==> src/rtl/fetch_pkg.sv <==
// fetch_pkg: shared types and constants for the instruction-fetch front end.
//   XLEN       data/address width (the fetch entry struct uses it, so it is
//              set here rather than per instance)
//   NOP_INSTR  instruction shown on if_instr while the queue is empty
//   fetch_entry_t  {pc, instr} pair held in the prefetch queue
//   cnt_w()    width of a counter that must hold 0..depth inclusive
package fetch_pkg;

  localparam int XLEN = 32;
  localparam logic [31:0] NOP_INSTR = 32'h00000013;

  typedef struct packed {
    logic [XLEN-1:0] pc;
    logic [XLEN-1:0] instr;
  } fetch_entry_t;

  function automatic int cnt_w(input int depth);
    return $clog2(depth + 1);
  endfunction

endpackage

==> src/rtl/fetch_if.sv <==
// fetch_if: bundles the instruction-memory port, the MEM-stage redirect and
// the IF/ID handshake of the fetch unit.
//   master: the fetch unit (drives imem_req/imem_addr and if_*)
//   slave : the surrounding pipeline and instruction memory
// Handshake semantics: a request transfers on a cycle where imem_req and
// imem_ready are both 1; an instruction transfers to IF/ID on a cycle where
// if_valid and id_ready are both 1. imem_rvalid is a one-cycle pulse per
// response, responses in request order. redirect_valid is a one-cycle
// command that overrides everything else in that cycle.
interface fetch_if;
  import fetch_pkg::*;

  logic            imem_req;
  logic [XLEN-1:0] imem_addr;
  logic            imem_ready;
  logic            imem_rvalid;
  logic [XLEN-1:0] imem_rdata;
  logic            redirect_valid;
  logic [XLEN-1:0] redirect_pc;
  logic            if_valid;
  logic [XLEN-1:0] if_pc;
  logic [XLEN-1:0] if_instr;
  logic            id_ready;

  modport master (
    output imem_req, imem_addr, if_valid, if_pc, if_instr,
    input  imem_ready, imem_rvalid, imem_rdata, redirect_valid, redirect_pc,
           id_ready
  );

  modport slave (
    input  imem_req, imem_addr, if_valid, if_pc, if_instr,
    output imem_ready, imem_rvalid, imem_rdata, redirect_valid, redirect_pc,
           id_ready
  );

endinterface

==> src/rtl/fetch_fifo.sv <==
// fetch_fifo: prefetch queue of fetch_entry_t, DEPTH entries (power of two).
//   clk, rst  clock, asynchronous active-high reset
//   i_push    write i_data at the tail (ignored when full or flushing)
//   i_pop     drop the head entry (ignored when empty or flushing)
//   i_flush   empty the queue; wins over push and pop
//   o_head    head entry (undefined while o_empty)
//   o_count   number of stored entries, o_empty = (o_count == 0)
module fetch_fifo
  import fetch_pkg::*;
#(
  parameter int DEPTH = 4
) (
  input  logic                     clk,
  input  logic                     rst,
  input  logic                     i_push,
  input  logic                     i_pop,
  input  logic                     i_flush,
  input  fetch_entry_t             i_data,
  output fetch_entry_t             o_head,
  output logic [cnt_w(DEPTH)-1:0]  o_count,
  output logic                     o_empty
);

  localparam int CW = cnt_w(DEPTH);
  localparam int AW = $clog2(DEPTH);

  fetch_entry_t  r_mem [DEPTH];
  logic [AW-1:0] r_wr_ptr;
  logic [AW-1:0] r_rd_ptr;
  logic [CW-1:0] r_count;
  logic          w_do_push;
  logic          w_do_pop;

  assign w_do_push = i_push && !i_flush && (r_count != CW'(DEPTH));
  assign w_do_pop  = i_pop && !i_flush && (r_count != '0);

  // Pointers wrap naturally because DEPTH is a power of two.
  always_ff @(posedge clk or posedge rst) begin
    if (rst) begin
      r_wr_ptr <= '0;
      r_rd_ptr <= '0;
      r_count  <= '0;
    end else if (i_flush) begin
      r_wr_ptr <= '0;
      r_rd_ptr <= '0;
      r_count  <= '0;
    end else begin
      if (w_do_push) r_wr_ptr <= r_wr_ptr + AW'(1);
      if (w_do_pop)  r_rd_ptr <= r_rd_ptr + AW'(1);
      r_count <= r_count + CW'(w_do_push) - CW'(w_do_pop);
    end
  end

  // Storage needs no reset: entries are only read while counted valid.
  always_ff @(posedge clk) begin
    if (w_do_push) r_mem[r_wr_ptr] <= i_data;
  end

  assign o_head  = r_mem[r_rd_ptr];
  assign o_count = r_count;
  assign o_empty = (r_count == '0);

endmodule

==> src/rtl/fetch_unit.sv <==
// fetch_unit: instruction-fetch front end. Owns the PC, issues word-address
// requests, buffers in-order responses in a prefetch queue and hands
// {pc, instr} to IF/ID. A MEM-stage redirect flushes the queue and arranges
// for responses still in flight to be discarded.
//   clk, rst  clock, asynchronous active-high reset
//   bus       fetch_if.master (imem_*, redirect_*, if_*, id_ready)
//   Optional (macro FETCH_PERF_EN): perf_stall_cycles, perf_flushes,
//   saturating 32-bit event counters.
// Parameters: DEPTH (queue entries and in-flight credit cap), RESET_PC.
module fetch_unit
  import fetch_pkg::*;
#(
  parameter int              DEPTH    = 4,
  parameter logic [XLEN-1:0] RESET_PC = '0
) (
  input  logic        clk,
  input  logic        rst,
  fetch_if.master     bus
`ifdef FETCH_PERF_EN
  ,
  output logic [31:0] perf_stall_cycles,
  output logic [31:0] perf_flushes
`endif
);

  localparam int CW = cnt_w(DEPTH);

  logic [XLEN-1:0] r_fetch_pc;
  logic [XLEN-1:0] r_resp_pc;
  logic [XLEN-1:0] r_pc_hold;
  logic [CW-1:0]   r_outstanding;
  logic [CW-1:0]   r_drop_cnt;
  logic [CW-1:0]   w_count;
  logic [CW:0]     w_inflight;
  logic            w_empty;
  logic            w_req;
  logic            w_accept;
  logic            w_resp;
  logic            w_push;
  logic            w_pop;
  logic            w_redir;
  fetch_entry_t    w_head;
  fetch_entry_t    w_push_data;

  assign w_redir = bus.redirect_valid;

  // Credit rule: queued + outstanding never exceeds DEPTH, so every
  // response always has a free queue slot.
  assign w_inflight = {1'b0, w_count} + {1'b0, r_outstanding};
  assign w_req      = !rst && (w_inflight < (CW+1)'(DEPTH)) && !w_redir;
  assign w_accept   = w_req && bus.imem_ready;
  // A response with nothing outstanding is a protocol error and is ignored.
  assign w_resp     = bus.imem_rvalid && (r_outstanding != '0);
  assign w_push     = w_resp && (r_drop_cnt == '0) && !w_redir;
  assign w_pop      = !w_empty && bus.id_ready && !w_redir;

  assign w_push_data.pc    = r_resp_pc;
  assign w_push_data.instr = bus.imem_rdata;

  fetch_fifo #(.DEPTH(DEPTH)) u_fifo (
    .clk     (clk),
    .rst     (rst),
    .i_push  (w_push),
    .i_pop   (w_pop),
    .i_flush (w_redir),
    .i_data  (w_push_data),
    .o_head  (w_head),
    .o_count (w_count),
    .o_empty (w_empty)
  );

  always_ff @(posedge clk or posedge rst) begin
    if (rst) begin
      r_fetch_pc    <= RESET_PC;
      r_resp_pc     <= RESET_PC;
      r_outstanding <= '0;
      r_drop_cnt    <= '0;
      r_pc_hold     <= '0;
    end else begin
      r_outstanding <= r_outstanding + CW'(w_accept) - CW'(w_resp);
      if (!w_empty) r_pc_hold <= w_head.pc;
      if (w_redir) begin
        // Everything still in flight after this cycle belongs to the old path.
        r_drop_cnt <= r_outstanding - CW'(w_resp);
        r_fetch_pc <= bus.redirect_pc;
        r_resp_pc  <= bus.redirect_pc;
      end else begin
        if (w_resp && (r_drop_cnt != '0)) r_drop_cnt <= r_drop_cnt - CW'(1);
        if (w_accept) r_fetch_pc <= r_fetch_pc + XLEN'(1);
        if (w_push)   r_resp_pc  <= r_resp_pc + XLEN'(1);
      end
    end
  end

  assign bus.imem_req  = w_req;
  assign bus.imem_addr = r_fetch_pc;
  assign bus.if_valid  = !w_empty;
  assign bus.if_pc     = w_empty ? r_pc_hold : w_head.pc;
  assign bus.if_instr  = w_empty ? NOP_INSTR : w_head.instr;

  a_no_orphan_rvalid: assert property (
    @(posedge clk) disable iff (rst) !(bus.imem_rvalid && (r_outstanding == '0))
  );

`ifdef FETCH_PERF_EN
  logic [31:0] r_perf_stall;
  logic [31:0] r_perf_flush;

  always_ff @(posedge clk or posedge rst) begin
    if (rst) begin
      r_perf_stall <= '0;
      r_perf_flush <= '0;
    end else begin
      if (!w_empty && !bus.id_ready && (r_perf_stall != '1))
        r_perf_stall <= r_perf_stall + 32'd1;
      if (w_redir && (r_perf_flush != '1))
        r_perf_flush <= r_perf_flush + 32'd1;
    end
  end

  assign perf_stall_cycles = r_perf_stall;
  assign perf_flushes      = r_perf_flush;
`endif

endmodule

==> src/flat_wrapper.sv <==
// flat-port wrapper written by rule: the top's interface ports become plain ports
module fetch_unit_flat import fetch_pkg::*;
#(
  parameter int              DEPTH    = 4,
  parameter logic [XLEN-1:0] RESET_PC = '0
)
  (clk, rst, bus_imem_req, bus_imem_addr, bus_if_valid, bus_if_pc, bus_if_instr, bus_imem_ready, bus_imem_rvalid, bus_imem_rdata, bus_redirect_valid, bus_redirect_pc, bus_id_ready);
  fetch_if bus_i ();
  input  logic clk;
  input  logic rst;
  output wire logic [$bits(bus_i.imem_req)-1:0] bus_imem_req;
  output wire logic [$bits(bus_i.imem_addr)-1:0] bus_imem_addr;
  output wire logic [$bits(bus_i.if_valid)-1:0] bus_if_valid;
  output wire logic [$bits(bus_i.if_pc)-1:0] bus_if_pc;
  output wire logic [$bits(bus_i.if_instr)-1:0] bus_if_instr;
  input wire logic [$bits(bus_i.imem_ready)-1:0] bus_imem_ready;
  input wire logic [$bits(bus_i.imem_rvalid)-1:0] bus_imem_rvalid;
  input wire logic [$bits(bus_i.imem_rdata)-1:0] bus_imem_rdata;
  input wire logic [$bits(bus_i.redirect_valid)-1:0] bus_redirect_valid;
  input wire logic [$bits(bus_i.redirect_pc)-1:0] bus_redirect_pc;
  input wire logic [$bits(bus_i.id_ready)-1:0] bus_id_ready;
  assign bus_imem_req = bus_i.imem_req;
  assign bus_imem_addr = bus_i.imem_addr;
  assign bus_if_valid = bus_i.if_valid;
  assign bus_if_pc = bus_i.if_pc;
  assign bus_if_instr = bus_i.if_instr;
  assign bus_i.imem_ready = bus_imem_ready;
  assign bus_i.imem_rvalid = bus_imem_rvalid;
  assign bus_i.imem_rdata = bus_imem_rdata;
  assign bus_i.redirect_valid = bus_redirect_valid;
  assign bus_i.redirect_pc = bus_redirect_pc;
  assign bus_i.id_ready = bus_id_ready;
  fetch_unit #(.DEPTH(DEPTH), .RESET_PC(RESET_PC)) u_core (.clk(clk), .rst(rst), .bus(bus_i));
endmodule
==> config.mk <==
export PLATFORM = sky130hd
export DESIGN_NAME = fetch_unit_flat
export DESIGN_NICKNAME = d
export VERILOG_FILES = /design/src/rtl/fetch_pkg.sv /design/src/rtl/fetch_if.sv /design/src/rtl/fetch_fifo.sv /design/src/rtl/fetch_unit.sv /design/src/flat_wrapper.sv
export SDC_FILE = /design/constraint.sdc
export NUM_CORES = 1
export LEC_CHECK = 0
export ABC_AREA = 1
export CORE_MARGIN = 1.5
export CORE_UTILIZATION = 26
export CTS_BUF_LIST = sky130_fd_sc_hd__clkbuf_4 sky130_fd_sc_hd__clkbuf_8
export DETAILED_ROUTE_END_ITERATION = 16
export SLEW_MARGIN = 20
export SYNTH_ARGS = -nofsm -noshare
export SYNTH_HDL_FRONTEND = slang
export SYNTH_SLANG_ARGS = --single-unit
==> constraint.sdc <==
create_clock -name clk -period 5.9 [get_ports clk]
set_input_delay 1.18 -clock clk [delete_from_list [all_inputs] [get_ports clk]]
set_output_delay 1.18 -clock clk [all_outputs]
set_load 0.02 [all_outputs]
==> impl_metrics.ini <==
[sta]
layout_setup_ws_ps = 1160
slew-limit-headroom_pct = 32.7
skew_ps = 35.0
setup_viol = 0
rsz0062_at_grt = false
max_freq_mhz = 211
fin_crit_sh_pct = 80.4
tightest_slew_ps = 1010
setup_tns_ps = 0
hold_violations = 0
min_period_ps = 4740
drv_slew = 0

[die]
dieArea_sq_mm = 0.0646
die_w_microns = 254
num_io_pins = 168
rows = 91
coreArea_sq_mm = 0.0621
start_util_pct = 26.4
die_h_microns = 254

[worst_hold_path]
hold_class = register to register
hp-start = u_core.u_fifo.r_wr_ptr[0]

[pwr]
p_leak_nw = 7.49
vdd_drop_max_mv = 0.201
powerDensity_mw_per_mm2 = 427

[critical_path]
cp-startpoint = u_core.u_fifo.r_rd_ptr[0]
cp_max_fo = 83
r2r_end = u_core.u_fifo.r_mem[2][43]
ff2ff_setup_slack_ps = 2810
crit_arrival_ps = 3560
setup.worst_path.class = register to primary output
start_kind = register
rr_worst_depth = 9
worstReg2RegStart = u_core.r_drop_cnt[0]
endpoint_kind = primary output
cp.required_ps = 4720
cp-endpoint = bus_if_instr[15]

[cts]
cts.sinks = 365
cts_tree = yes
clkLatencyLatePin_ps = 650
h-tree-depth = 2
post_cts_resized = 0
postCtsHoldBufs = 0
clk_path_buf_depth = 3
cts_buffers = 59
clkTransAtPathRegs_ps = 60
post_cts_buffers = 0
clockRootBuffer = clkbuf_8

[synthesis]
ys_seq_area_share_pct = 63.5
synth_seq_cells = 365
yosysTopAreaCellShare_pct = 46.9
syn-num-nets = 1716
synth.avg_cell_area_sq_um = 10.1
ys_top_cells_by_count = nor2_1, nand2_1, edfxtp_1, o21ai_0, dfrtp_1
ys_types = 45
synth_top_family_by_area = simple AND/OR/NAND/NOR gates
synth_most_common_cell = nor2_1
synth_xor_area_share_pct = 1.55
synth_edf_count = 256
synth-simple-area-share_pct = 20.1
synthTopCellsByArea = edfxtp_1, dfrtp_1, nor2_1
synth-main-ff-cell = edfxtp_1
yosys.area.top_type = edfxtp_1
synth_compound_area_share_pct = 9.03
muxShareOfSynthArea_pct = 0
synth_area_sq_mm = 0.0164
synth_warnings = 0
syn_inst = 1628
async_flop_share_pct = 29.9
synthAdderAreaFrac_pct = 1.46

[detailed_routing]
vias = 12300
avgViaCountPerCell = 4.57
drc = 0
drtIter0Drc = 907
wl_met3_microns = 3660
ant_nets = 0
route.final.wire_length_microns = 44700
wl_met1_microns = 20100
highest_layer = met5
dr.pass1.iters = 5
post_drt_wl_per_cell_microns = 16.6
wl_met2_microns = 19900

[status]
outcome = finished, final reports clean

[run]
drv_cap = 0

[global_routing]
antenna_found_initial = 1
track_usage_pct = 13.8
grt_pass1_vias = 12300
grt_max_degree = 84
grt_overflow = 0
grt_first_pass_wirelength_microns = 69200

[cells_and_area]
drive_above_1_share_pct = 9.94
n_antenna_cell = 0
syn_to_final_growth_pct = 23.1
design_area_sq_mm = 0.0202
nNetsFinal = 1890

[placement]
gp_congestion = 0.852
pre_cts_ws_ps = 1710
place.port_buffers = 167
place_area_sq_mm = 0.0189
place.detailed.hpwl_microns = 28200
## where the power goes
part | switching [mW] | leakage (nW) | total (mW) | internal [mW]
Combinational | 1.81 | 3.23 | 2.89 | 1.08
Sequential | 0.317 | 3.59 | 3.39 | 3.08
Clock | 1.05 | 0.669 | 2.35 | 1.30
## cell usage in the layout (no fill, tap or decap), drive strengths merged, types with 20 or more instances in the layout
cell           count
nor2             401
dfrtp            109
clkinv            20
nand3             62
edfxtp           256
clkbuf            83
inv               95
nand2            302
a31oi             33
o21ai            151
a21oi             54
clkdlybuf4s50    166
## area by class of cell
class	count	area, sq um
fillers	6242	41800
clock buffers	83	1020
multi-input cells	1101	5310
flip-flops and latches	365	10400
inverters	93	354
well taps	837	1050
repair buffers	182	1800
clock inverters	28	254
## flip-flops by register name (all words and copies together), names as in the netlist
register                count
u_core.r_outstanding        3
u_core.u_fifo.r_mem       256
u_core.u_fifo.o_count       3
u_core.bus.imem_addr       32
u_core.r_pc_hold           32
u_core.r_drop_cnt           3
u_core.u_fifo.r_wr_ptr      2
u_core.r_resp_pc           32
u_core.u_fifo.r_rd_ptr      2
## metal layers
| layer | GRT usage, % | up-vias |
|---|---|---|
| met3 | 2.88 | 84 |
| met2 | 21.9 | 465 |
| met4 | 3.72 | 2 |
| li1 | - | 5849 |
| met5 | 0 | - |
| met1 | 19.2 | 5896 |
## cell families (layout without fill, tap and decap cells)
kind of cell | after synthesis | count (layout)
fa+ha+maj | 18 | 18
xor+xnor | 29 | 29
compound gates | 266 | 266
flops | 365 | 365
buf+inv | 162 | 386
simple gates | 788 | 788
## worst max-delay path, cell delays in order (launching register included)
cell             delay, ps
dfrtp_4                790
buf_4                  780
nor2_1                 120
nor2_1                 120
o21ai_0                100
a21oi_1                300
clkdlybuf4s50_1        660
## how the worst min path moves through the flow
stage | end | cells after the start
final | u_core.u_fifo.r_wr_ptr[0] | 1
after global routing | u_core.r_pc_hold[28] | 2
after CTS | u_core.u_fifo.r_wr_ptr[0] | 1
after detailed placement | u_core.r_pc_hold[28] | 2
after global placement | u_core.u_fifo.r_wr_ptr[0] | 1
after floorplan | u_core.u_fifo.r_wr_ptr[0] | 1
## through the flow
step	std cells	hold WS [ps]	utilization [%]	power, mW
after floorplan	1628	499	-	5.03
after global placement	2578	526	30.5	6.33
after detailed placement	2578	540	30.5	6.38
after CTS	2689	549	32.6	8.75
after global routing	2689	569	32.6	9.13
final	2689	546	32.6	8.63
(Power assumes the default switching activity.)
